$ cat config.mk
export PLATFORM = sky130hd
export DESIGN_NAME = mips_lsu
export DESIGN_NICKNAME = d
export VERILOG_FILES = /design/src/rtl/mips_lsu.sv
export SDC_FILE = /design/constraint.sdc
export NUM_CORES = 1
export LEC_CHECK = 0
export ABC_AREA = 1
export ABC_CLOCK_PERIOD_IN_PS = 4630
export CORE_ASPECT_RATIO = 0.7
export CORE_MARGIN = 2
export CORE_UTILIZATION = 35
export DETAILED_ROUTE_END_ITERATION = 10
export PLACE_DENSITY_LB_ADDON = 0.15
export RECOVER_POWER = 100
export SYNTH_ARGS = -nofsm -noshare
export SYNTH_HDL_FRONTEND = slang
export SYNTH_SLANG_ARGS = --single-unit
export TNS_END_PERCENT = 30
$ cat constraint.sdc
create_clock -name clk -period 4.63 [get_ports clk]
set_input_delay 0.926 -clock clk [delete_from_list [all_inputs] [get_ports clk]]
set_output_delay 0.926 -clock clk [all_outputs]
set_load 0.05 [all_outputs]
$ cat src/rtl/mips_lsu.sv
// mips_lsu: multi-cycle load/store unit between execute and data memory.
//
// Ports
//   clk, rst_b          clock (rising edge), asynchronous active-low reset
//   req_*               access from execute (valid/ready), byte address,
//                       size in bytes (1/2/4), signedness, store data, dest reg
//   mem_req_* / mem_*   word-addressed data-memory request port with lane strobes
//   mem_resp_valid/rdata load response (loads only)
//   wb_valid/rd/data    one-cycle load writeback; rd/data hold between pulses
//   st_done             one-cycle pulse when a store is accepted by memory
//   exc_addr_err        one-cycle pulse for misaligned access or illegal size
//   exc_bus_err         one-cycle pulse when ISSUE+WAIT exceeds TIMEOUT cycles
//   dbg_state           current FSM state (0 idle, 1 issue, 2 wait)
//
// Handshakes: a transfer happens on a rising edge where valid and ready are
// both high. Once mem_req_valid is raised it stays high, with address/data/
// strobes unchanged, until mem_req_ready is seen or the access times out.
module mips_lsu #(
  parameter int TIMEOUT = 64,
  parameter int CNT_W   = 7
) (
  input  logic        clk,
  input  logic        rst_b,
  input  logic        req_valid,
  output logic        req_ready,
  input  logic        req_store,
  input  logic [2:0]  req_size,
  input  logic        req_unsigned,
  input  logic [31:0] req_addr,
  input  logic [31:0] req_wdata,
  input  logic [4:0]  req_rd,
  output logic        mem_req_valid,
  input  logic        mem_req_ready,
  output logic [31:0] mem_addr,
  output logic        mem_we,
  output logic [3:0]  mem_wstrb,
  output logic [31:0] mem_wdata,
  input  logic        mem_resp_valid,
  input  logic [31:0] mem_rdata,
  output logic        wb_valid,
  output logic [4:0]  wb_rd,
  output logic [31:0] wb_data,
  output logic        st_done,
  output logic        exc_addr_err,
  output logic        exc_bus_err,
  output logic [1:0]  dbg_state
);

  typedef enum logic [1:0] {
    S_IDLE  = 2'd0,
    S_ISSUE = 2'd1,
    S_WAIT  = 2'd2
  } state_e;

  state_e           state_q, state_d;
  logic [CNT_W-1:0] cnt_q, cnt_d;
  logic [31:0]      addr_q, addr_d;
  logic             store_q, store_d;
  logic [2:0]       size_q, size_d;
  logic             uns_q, uns_d;
  logic [4:0]       rd_q, rd_d;
  logic [3:0]       wstrb_q, wstrb_d;
  logic [31:0]      wdata_q, wdata_d;
  logic             wb_valid_q, wb_valid_d;
  logic [4:0]       wb_rd_q, wb_rd_d;
  logic [31:0]      wb_data_q, wb_data_d;
  logic             st_done_q, st_done_d;
  logic             exc_addr_q, exc_addr_d;
  logic             exc_bus_q, exc_bus_d;

  logic [1:0]       req_off;
  logic             legal;
  logic [CNT_W:0]   cnt_inc;
  logic             timeout_hit;
  logic [31:0]      lane_word;
  logic [31:0]      load_ext;

  // Request decode and load-lane extraction.
  always_comb begin
    req_off     = req_addr[1:0];
    legal       = (req_size == 3'd1) ||
                  (req_size == 3'd2 && !req_addr[0]) ||
                  (req_size == 3'd4 && req_off == 2'b00);
    // One extra bit so the compare cannot wrap after a last-cycle handshake.
    cnt_inc     = {1'b0, cnt_q} + (CNT_W+1)'(1);
    timeout_hit = cnt_inc >= (CNT_W+1)'(TIMEOUT);
    lane_word   = mem_rdata >> {addr_q[1:0], 3'b000};
    case (size_q)
      3'd1:    load_ext = uns_q ? {24'h0, lane_word[7:0]}
                                : {{24{lane_word[7]}}, lane_word[7:0]};
      3'd2:    load_ext = uns_q ? {16'h0, lane_word[15:0]}
                                : {{16{lane_word[15]}}, lane_word[15:0]};
      default: load_ext = mem_rdata;
    endcase
  end

  // Next-state and datapath.
  always_comb begin
    state_d    = state_q;
    cnt_d      = cnt_q;
    addr_d     = addr_q;
    store_d    = store_q;
    size_d     = size_q;
    uns_d      = uns_q;
    rd_d       = rd_q;
    wstrb_d    = wstrb_q;
    wdata_d    = wdata_q;
    wb_valid_d = 1'b0;
    wb_rd_d    = wb_rd_q;
    wb_data_d  = wb_data_q;
    st_done_d  = 1'b0;
    exc_addr_d = 1'b0;
    exc_bus_d  = 1'b0;

    case (state_q)
      S_IDLE: begin
        if (req_valid) begin
          addr_d  = req_addr;
          store_d = req_store;
          size_d  = req_size;
          uns_d   = req_unsigned;
          rd_d    = req_rd;
          wstrb_d = 4'b0000;
          wdata_d = 32'h0;
          if (req_store) begin
            case (req_size)
              3'd1: begin
                wstrb_d = 4'b0001 << req_off;
                wdata_d = {4{req_wdata[7:0]}};
              end
              3'd2: begin
                wstrb_d = 4'b0011 << req_off;
                wdata_d = {2{req_wdata[15:0]}};
              end
              3'd4: begin
                wstrb_d = 4'b1111;
                wdata_d = req_wdata;
              end
              default: begin
                wstrb_d = 4'b0000;
                wdata_d = 32'h0;
              end
            endcase
          end
          if (legal) begin
            state_d = S_ISSUE;
            cnt_d   = '0;
          end else begin
            exc_addr_d = 1'b1;
          end
        end
      end
      S_ISSUE: begin
        cnt_d = cnt_inc[CNT_W-1:0];
        // A handshake in the timeout cycle takes priority over the error.
        if (mem_req_ready) begin
          if (store_q) begin
            st_done_d = 1'b1;
            state_d   = S_IDLE;
          end else begin
            state_d = S_WAIT;
          end
        end else if (timeout_hit) begin
          exc_bus_d = 1'b1;
          state_d   = S_IDLE;
        end
      end
      S_WAIT: begin
        cnt_d = cnt_inc[CNT_W-1:0];
        if (mem_resp_valid) begin
          wb_valid_d = 1'b1;
          wb_rd_d    = rd_q;
          wb_data_d  = load_ext;
          state_d    = S_IDLE;
        end else if (timeout_hit) begin
          exc_bus_d = 1'b1;
          state_d   = S_IDLE;
        end
      end
      default: state_d = S_IDLE;
    endcase
  end

  always_ff @(posedge clk or negedge rst_b) begin
    if (!rst_b) begin
      state_q    <= S_IDLE;
      cnt_q      <= '0;
      addr_q     <= 32'h0;
      store_q    <= 1'b0;
      size_q     <= 3'd0;
      uns_q      <= 1'b0;
      rd_q       <= 5'd0;
      wstrb_q    <= 4'b0000;
      wdata_q    <= 32'h0;
      wb_valid_q <= 1'b0;
      wb_rd_q    <= 5'd0;
      wb_data_q  <= 32'h0;
      st_done_q  <= 1'b0;
      exc_addr_q <= 1'b0;
      exc_bus_q  <= 1'b0;
    end else begin
      state_q    <= state_d;
      cnt_q      <= cnt_d;
      addr_q     <= addr_d;
      store_q    <= store_d;
      size_q     <= size_d;
      uns_q      <= uns_d;
      rd_q       <= rd_d;
      wstrb_q    <= wstrb_d;
      wdata_q    <= wdata_d;
      wb_valid_q <= wb_valid_d;
      wb_rd_q    <= wb_rd_d;
      wb_data_q  <= wb_data_d;
      st_done_q  <= st_done_d;
      exc_addr_q <= exc_addr_d;
      exc_bus_q  <= exc_bus_d;
    end
  end

  // Memory-side fields read as zero whenever no request is being presented.
  assign req_ready     = (state_q == S_IDLE);
  assign mem_req_valid = (state_q == S_ISSUE);
  assign mem_addr      = mem_req_valid ? {addr_q[31:2], 2'b00} : 32'h0;
  assign mem_we        = mem_req_valid & store_q;
  assign mem_wstrb     = mem_req_valid ? wstrb_q : 4'b0000;
  assign mem_wdata     = mem_req_valid ? wdata_q : 32'h0;
  assign wb_valid      = wb_valid_q;
  assign wb_rd         = wb_rd_q;
  assign wb_data       = wb_data_q;
  assign st_done       = st_done_q;
  assign exc_addr_err  = exc_addr_q;
  assign exc_bus_err   = exc_bus_q;
  assign dbg_state     = state_q;

endmodule

-- Word-level counts from Yosys, hierarchy flattened
Cells that the tools add are included.
- register bits: 128
- latch bits: 0
- bits in writable memories: 0
- ROM bits: 0
- input port bits: 111
- output and inout port bits: 114
- word-level logic and storage cells: 75
- memories: 0
- add/sub/neg operators: 1
- multipliers: 0
- divide/modulo/power cells: 0
- order comparisons: 1
- eq/ne operators: 9
- shift operators: 3
- mux-type cells: 32
- bitwise logic cells: 1
- reductions and logical operators: 13
- operator list (operator ; count):
    32-bit 2-to-1 mux ; 5
    32-bit case mux with 3 select lines ; 1
    32-bit case mux with 2 select lines ; 1
    32-bit by 5-bit >> shifter with 16-bit output ; 1
    7-bit 2-to-1 mux ; 2
    7-bit case mux with 2 select lines ; 1
    2-bit 2-to-1 mux ; 6
    4-bit case mux with 3 select lines ; 1
    1-bit 2-to-1 mux ; 11
    7-bit by 1-bit adder with 8-bit output (second input constant) ; 1
    8-bit by 7-bit greater-or-equal comparator with 1-bit output (second input constant) ; 1
    4-bit 2-to-1 mux ; 2
    3-bit by 1-bit equality test with 1-bit output (second input constant) ; 2
    3-bit by 2-bit equality test with 1-bit output (second input constant) ; 2
    2-bit case mux with 3 select lines ; 1
    2-bit AND reduction ; 3
    2-bit logical NOT ; 2
    1-bit by 2-bit left shift with 4-bit output (first input constant) ; 1
    2-bit by 2-bit left shift with 4-bit output (first input constant) ; 1
    3-bit equality test (second input constant) ; 1
    3-bit AND reduction ; 1
    2-bit by 1-bit equality test with 1-bit output (second input constant) ; 1
    2-bit equality test (second input constant) ; 1
    1-bit logical AND ; 2
    other kinds (8) ; 9

-- Depth between registers and ports, before layout
Gate-level depths: netlist (run 1).
- depth in word-level cells: 7
- depth in mapped cells: 11

-- Worst setup path before layout (run 1)
No wires, ideal clock.
- path type: reg2out
- start: register state_q[0], in the netlist dbg_state[0]
- end: output port mem_wdata[10]
- arrival: 2.319 ns
- path slack: 1.385 ns
- stages on the path, launching flop included: 7
- path buffers: 3
- cell sequence: dfrtp_1 -> ha_1 -> clkbuf_1 -> buf_2 -> buf_1 -> nand2_1 -> inv_1
- cells in the longest elaborated chain, start to end: 2
- RTL lines (what ; RTL line ; source):
    from (decl) ; 55 ; state_e state_q, state_d;
    from (signal assigned) ; 202 ; state_q <= state_d;
    2-bit by 1-bit equality test with 1-bit output ; 222 ; assign mem_req_valid = (state_q == S_ISSUE);
    named net mem_req_valid ; 32 ; output logic mem_req_valid,
    32-bit 2-to-1 mux ; 226 ; assign mem_wdata = mem_req_valid ? wdata_q : 32'h0;
    to (decl) ; 37 ; output logic [31:0] mem_wdata,
The timed path passes the listed nets, and every way through them passes these cells.

-- Worst setup path after layout (run 1)
- start: register state_q[1], in the netlist dbg_state[1]
- end: output port mem_wdata[22]
- cells in the longest elaborated chain, start to end: 2
- RTL lines (what ; RTL line):
    2-bit by 1-bit equality test with 1-bit output ; 222
    32-bit 2-to-1 mux ; 226
Every way passes these cells.

==> metrics.txt, run 1 <==
CTS tree yes; VDD IR-drop max 334 uV; clock share of power 0.228; ANT nets after route 0; antenna violations before repair 1; gr usage total 0.206; Peak Freq 260 MHz; average size of a mapped cell 7.48 um2; flop2flop setup slack 1.66 ns; WP data required 3.70 ns; CORE AREA 19,000 um2; vias in the first global route 6,168; largest net degree at the start of global routing 78; Synth warnings 0; Net Sw Frac 0.473; Yosys reg bits 128; most frequent cells in the layout nand2_1, inv_1, dfrtp_1; area leader, netlist dfrtp_1; hpwl dp 14.8 mm; kind of critical path flip-flop to output port; DRC violations left 0; critical path's most frequent cell inv_1; run status complete, but fails checks; busiest layer in global routing met1; met1 Use GR 0.298; CTS Buffer Depth 2; commonest non-fill, non-tap cell in the layout nand2_1; Initial Utilization 0.360; Design Area, Final 9760 um2; slowest CP cell dlygate4sd3_1; Int Pwr 3.58 mW; hold buffer count at CTS 0; total number of vias 6,423; Total Routed Length 20.7 mm; Ant. Diodes 0; clock latency on the worst-skew pair 0.42 ns; Pwr Density 695 nW/um2; pins over their slew limit 183; worst path cell trace inv_1, ha_2, buf_12, nand2_1, inv_1, dlygate4sd3_1; Static Leak 5.19 nW; CP peak stage delay 0.86 ns; clock root buffer clkbuf_16; Port-buffer cells 222; crit end category output port; Tcrit/Tclk final 0.830; Comb pwr share 0.503; share of cells above drive strength 1 0.0486; crit path time final 3.84 ns; DR pass1 iterations 4; die area 20,700 um2; post-synthesis cell area 6860 um2; Rel. slew slack -0.292; TritonCTS Buffers 17; sw power 3.21 mW; setup bufs post-CTS 0; cell area after placement 9220 um2; grt total ovfl 0; Sequential Power Share 0.269; Slew @ Worst Pin 1.94 ns; Min-Delay Path Class flip-flop to flip-flop; first-pass GRT wire length 32.9 mm; Worst EP arrival 2.92 ns; RSZ-0062 raised after global routing no; grt met3 use 0.0750; die height 121 um; top cells by area, synth dfrtp_1, nand2_1, inv_1; violated checks max-capacitance violations, max-slew violations; Chip Width 171 um; average wire per standard cell 14.8 um; P&R area growth vs syn 42.4%; GR Util met2 0.288; setup violators final 0; Worst Setup Start Kind flip-flop; Yosys cell types 38; MaxCap Viol Count 3; Initial DRC Count 396; crit-path max FO 42; Synth top area share 0.467; Ports 225; Cells after Synth 917; # nets final 1,234; Max H-tree Level 4; CTS clock-pin slew for the worst setup and hold paths 0.06 ns; total negative slack 0 ns; final hold vios 0; RD Place Congestion 0.842; FP Rows 42; register area share after synthesis 0.467; post_cts resized 0; CTS sink count 128; clock skew 0.0119 ns; Via-to-Cell Ratio 4.60
-- per-stage QoR --
step	util	total power, mW	setup slack, ns	hold slack, ns	std cells
final	0.513	6.79	0.787	0.477	1395
after global routing	0.513	7.23	0.590	0.501	1395
after CTS	0.520	7.03	0.797	0.482	1395
after detailed placement	0.484	5.45	1.27	0.467	1363
after global placement	0.484	5.41	1.35	0.466	1363
after floorplan	-	4.33	1.38	0.449	918
-- state kept, by name, indices dropped and copies added (netlist names) --
signal / flops
exc_addr_err: 1
wdata_q: 32
rd_q: 5
store_q: 1
st_done: 1
wstrb_q: 4
cnt_q: 7
exc_bus_err: 1
wb_rd: 5
wb_valid: 1
wb_data: 32
size_q: 3
addr_q: 32
dbg_state: 2
uns_q: 1
-- logic make-up (layout without fill, tap and decap cells) --
group,count (synthesis),in the layout,share of synthesized area
AND/OR/NAND/NOR,408,408,0.245
buffers and inverters,198,411,0.122
AO/OA/AOI/OAI,173,173,0.151
flip-flops,128,128,0.467
adder cells (fa/ha/maj),5,5,0.00913
XOR/XNOR,4,4,0.00511
other,1,2,0.000547
-- power by group through the flow --
| stage | clock network [mW] | registers, mW | logic, mW |
|---|---|---|---|
| after floorplan | 0 | 2.37 | 1.96 |
| after global placement | 0 | 1.85 | 3.56 |
| after detailed placement | 0 | 1.85 | 3.61 |
| after CTS | 1.58 | 1.84 | 3.61 |
| after global routing | 1.63 | 1.89 | 3.71 |
| final | 1.55 | 1.83 | 3.41 |
-- cell usage after synthesis (all sizes together) --
library cell and n:
nand2 310, inv 147, dfrtp 128, o21ai 105, nor2 51, nand3 37, a21oi 35, buf 26
clkbuf 23, o21bai 17, o211ai 14, ha 5, nand4 4, clkinv 2, nor3 2, or2 2
xnor2 2, xor2 2, and2 1, conb 1, nand3b 1, o22ai 1, o31ai 1
-- routing by layer --
metal,wire (um),up-vias
li1,-,3233
met1,10100,2994
met2,8620,180
met3,1680,16
met4,229,0
met5,0,-
-- layout make-up --
cell class                      instances  area (um2)
Clock buffer                           19         443
Clock inverter                         13         234
Fill cell                            1990        9260
Inverter                              149         567
Multi-Input combinational cell        592        2720
Sequential cell                       128        3200
Tap cell                              264         330
Timing Repair Buffer                  230        2260
-- critical path: cells and delay by family (launching register included) --
family / cells / cell delay (ns)
AND/OR/NAND/NOR: 1 / 0.09
adder cells (fa/ha/maj): 1 / 0.61
flip-flops: 1 / 0.44
buffers and inverters: 4 / 1.33
-- worst paths after layout --
check                        startpoint            end  depth (start not counted)
setup / recovery           dbg_state[1]  mem_wdata[22]                          6
setup reg to reg           dbg_state[0]    wb_data[15]                          9
min in group asynchronous         rst_b     addr_q[26]                          1
hold / removal               wb_data[7]     wb_data[7]                          2
hold reg to reg              wb_data[7]     wb_data[7]                          2
max in group asynchronous         rst_b      addr_q[1]                          2
(Power assumes the default switching activity.)
==> run 2: changes to the inputs <==
--- a/config.mk
+++ b/config.mk
@@ -6,7 +6,7 @@
 export NUM_CORES = 1
 export LEC_CHECK = 0
 export ABC_AREA = 1
-export ABC_CLOCK_PERIOD_IN_PS = 4630
+export ABC_CLOCK_PERIOD_IN_PS = 3290
 export CORE_ASPECT_RATIO = 0.7
 export CORE_MARGIN = 2
 export CORE_UTILIZATION = 35
==> constraint.sdc (replaced) <==
create_clock -name clk -period 3.29 [get_ports clk]
set_input_delay 0.658 -clock clk [delete_from_list [all_inputs] [get_ports clk]]
set_output_delay 0.658 -clock clk [all_outputs]
set_load 0.05 [all_outputs]
==> run 2 against run 1 <==
Against the previous run:
- the run still ends with max-capacitance violations, max-slew violations left
- critical path depth did not move
- register-to-register slack worse by 1.2 ns
- wire length is essentially flat
- cell count is 0.36% higher
- clock power rose by 9%
- largest cell class unchanged
==> metrics.txt, run 2 (synthesis gave the netlist of run 1 again) <==
run status complete, but fails checks; violated checks max-capacitance violations, max-slew violations; crit path time final 3.14 ns; crit end category output port; die height 121 um (unchanged); clock skew 0.00437 ns (-0.00757 ns); die area 20,700 um2 (unchanged); Int Pwr 4.59 mW (+28%); Pwr Total 9.10 mW (+34%); commonest non-fill, non-tap cell in the layout nand2_1; Static Leak 5.02 nW (-3.4%); kind of critical path flip-flop to output port; Max H-tree Level 4 (unchanged); RD Place Congestion 0.860 (+2.0%); Worst Setup Start Kind flip-flop; gr usage total 0.205 (-0.00116); Net Sw Frac 0.496 (+0.0225); Rel. slew slack -0.754 (-0.461); Total Routed Length 20.7 mm (about the same); Port-buffer cells 222 (unchanged); total negative slack 0 ns (unchanged); MaxCap Viol Count 1 (-2); Worst EP arrival 2.49 ns (-0.43 ns); sw power 4.51 mW (+40%); DRC violations left 0 (unchanged); Initial DRC Count 372 (-6.1%); crit-path max FO 27 (-36%); Design Area, Final 9540 um2 (-2.3%); Tcrit/Tclk final 0.956; vias in the first global route 6,113 (-0.89%); Pwr Density 954 nW/um2 (+37%); # nets final 1,238 (+0.32%); final hold vios 0 (unchanged); placed cell count 1,367 (+0.29%); CTS sink count 128 (unchanged); WP data required 2.63 ns (-1.07 ns); flop2flop setup slack 0.50 ns (-1.16 ns); grt total ovfl 0 (unchanged); Layout Cells excl Fill 1,400 (+0.36%); RSZ-0062 raised after global routing no; clock root buffer clkbuf_16; ANT nets after route 0 (unchanged); setup violators final 0 (unchanged); Worst Hold Depth 2 (unchanged); FILL cells 1,976 (-0.70%); CTS Buffer Depth 2 (unchanged); VDD IR-drop max 539 uV (+62%); first-pass GRT wire length 32.6 mm (-0.92%); Worst R2R Path Depth 6 (-3); Via-to-Cell Ratio 4.58 (-0.51%); Final Core Density 0.501 (-0.0120); Chip Width 171 um (unchanged); CTS clock-pin slew for the worst setup and hold paths 0.06 ns (about the same); average wire per standard cell 14.8 um (-0.41%); pins over their slew limit 53 (-71%); Peak Freq 318 MHz; clock latency on the worst-skew pair 0.42 ns (about the same); setup bufs post-CTS 0 (unchanged); Slew @ Worst Pin 2.63 ns (+0.692 ns); P&R area growth vs syn 39.1%; Sequential Power Share 0.276 (+0.007); total number of vias 6,413 (-0.16%); share of cells above drive strength 1 0.0537 (+0.00511); most frequent cells in the layout nand2_1, inv_1, clkdlybuf4s50_1; Ports 225 (unchanged); CORE AREA 19,000 um2 (unchanged); largest net degree at the start of global routing 64 (-18%); hpwl dp 14.8 mm (+0.38%); Comb pwr share 0.538 (+0.035); cell area after placement 9260 um2 (+0.49%); Initial Utilization 0.360 (unchanged); clock share of power 0.186 (-0.042); FP Rows 42 (unchanged); DR pass1 iterations 5 (+1); antenna violations before repair 1 (unchanged); TritonCTS Buffers 17 (unchanged); CTS tree yes; Min-Delay Path Class flip-flop to flip-flop
==> run 2: changes by cell type in the layout (fill, tap and decap cells not counted), moves of 2 or more <==
| cell | previous run | this run |
|---|---|---|
| clkinv_4 | 5 | 1 |
| clkinvlp_4 | 0 | 4 |
| clkbuf_1 | 7 | 20 |
| o21ai_1 | 3 | 1 |
| bufinv_16 | 6 | 0 |
| dlygate4sd2_1 | 0 | 18 |
| buf_4 | 0 | 6 |
| dlygate4sd3_1 | 115 | 54 |
| o211ai_2 | 0 | 2 |
| o21ai_0 | 102 | 104 |
| clkinv_2 | 2 | 8 |
| clkdlybuf4s50_1 | 106 | 132 |
| o211ai_1 | 14 | 12 |
==> run 2: what timing repair did <==
item,in CTS,in global routing
hold buffers,0,0
setup endpoints to repair,18,13
resized for setup,18,13
hold endpoints to repair,0,0
==> run 2: cell type report <==
class                   count  area (um2)  area share
flip-flops and latches    128        3200       0.336
well taps                 264         330      0.0346
inverters                 149         567      0.0594
multi-input cells         592        2720       0.285
repair buffers            234        2200       0.231
diodes                      1        2.50    0.000262
clock inverters            12        70.1     0.00735
clock buffers              20         447      0.0468
==> run 2: power groups by stage <==
stage | sequential, mW | clock [mW] | combinational (mW)
final | 2.51 | 1.69 | 4.90
after floorplan | 3.33 | 0 | 2.76
after global routing | 2.59 | 1.81 | 5.35
after CTS | 2.53 | 1.72 | 5.17
after global placement | 2.54 | 0 | 5.14
after detailed placement | 2.54 | 0 | 5.17
==> run 2: through the flow <==
stage	worst slack, ns	hold slack, ns
finish	0.146	0.474
detailed placement	0.437	0.465
floorplan	0.313	0.362
global route	0.00610	0.495
global placement	0.515	0.462
CTS	0.000819	0.211
==> run 2: path summary, 6_finish.rpt <==
check | startpoint | endpoint
max | dbg_state[1] | mem_addr[6]
max in group asynchronous | rst_b | addr_q[17]
min | wb_data[7] | wb_data[7]
min in group asynchronous | rst_b | exc_bus_err
min reg2reg | wb_data[7] | wb_data[7]
max reg2reg | dbg_state[1] | wdata_q[1]
==> run 2: critical path, stage by stage, from the launching register on <==
cell             delay [ns]
dfrtp_1                0.45
inv_1                  0.10
ha_2                   0.33
buf_12                 0.21
nand2_1                0.08
inv_1                  0.05
clkdlybuf4s50_1        0.81
==> run 2: per-layer routing <==
metal,up-vias,wire length [um],track usage
met5,-,0,0
met4,0,299,0.0651
met3,21,1690,0.0678
met2,196,8500,0.283
met1,2964,10200,0.299
li1,3232,-,-
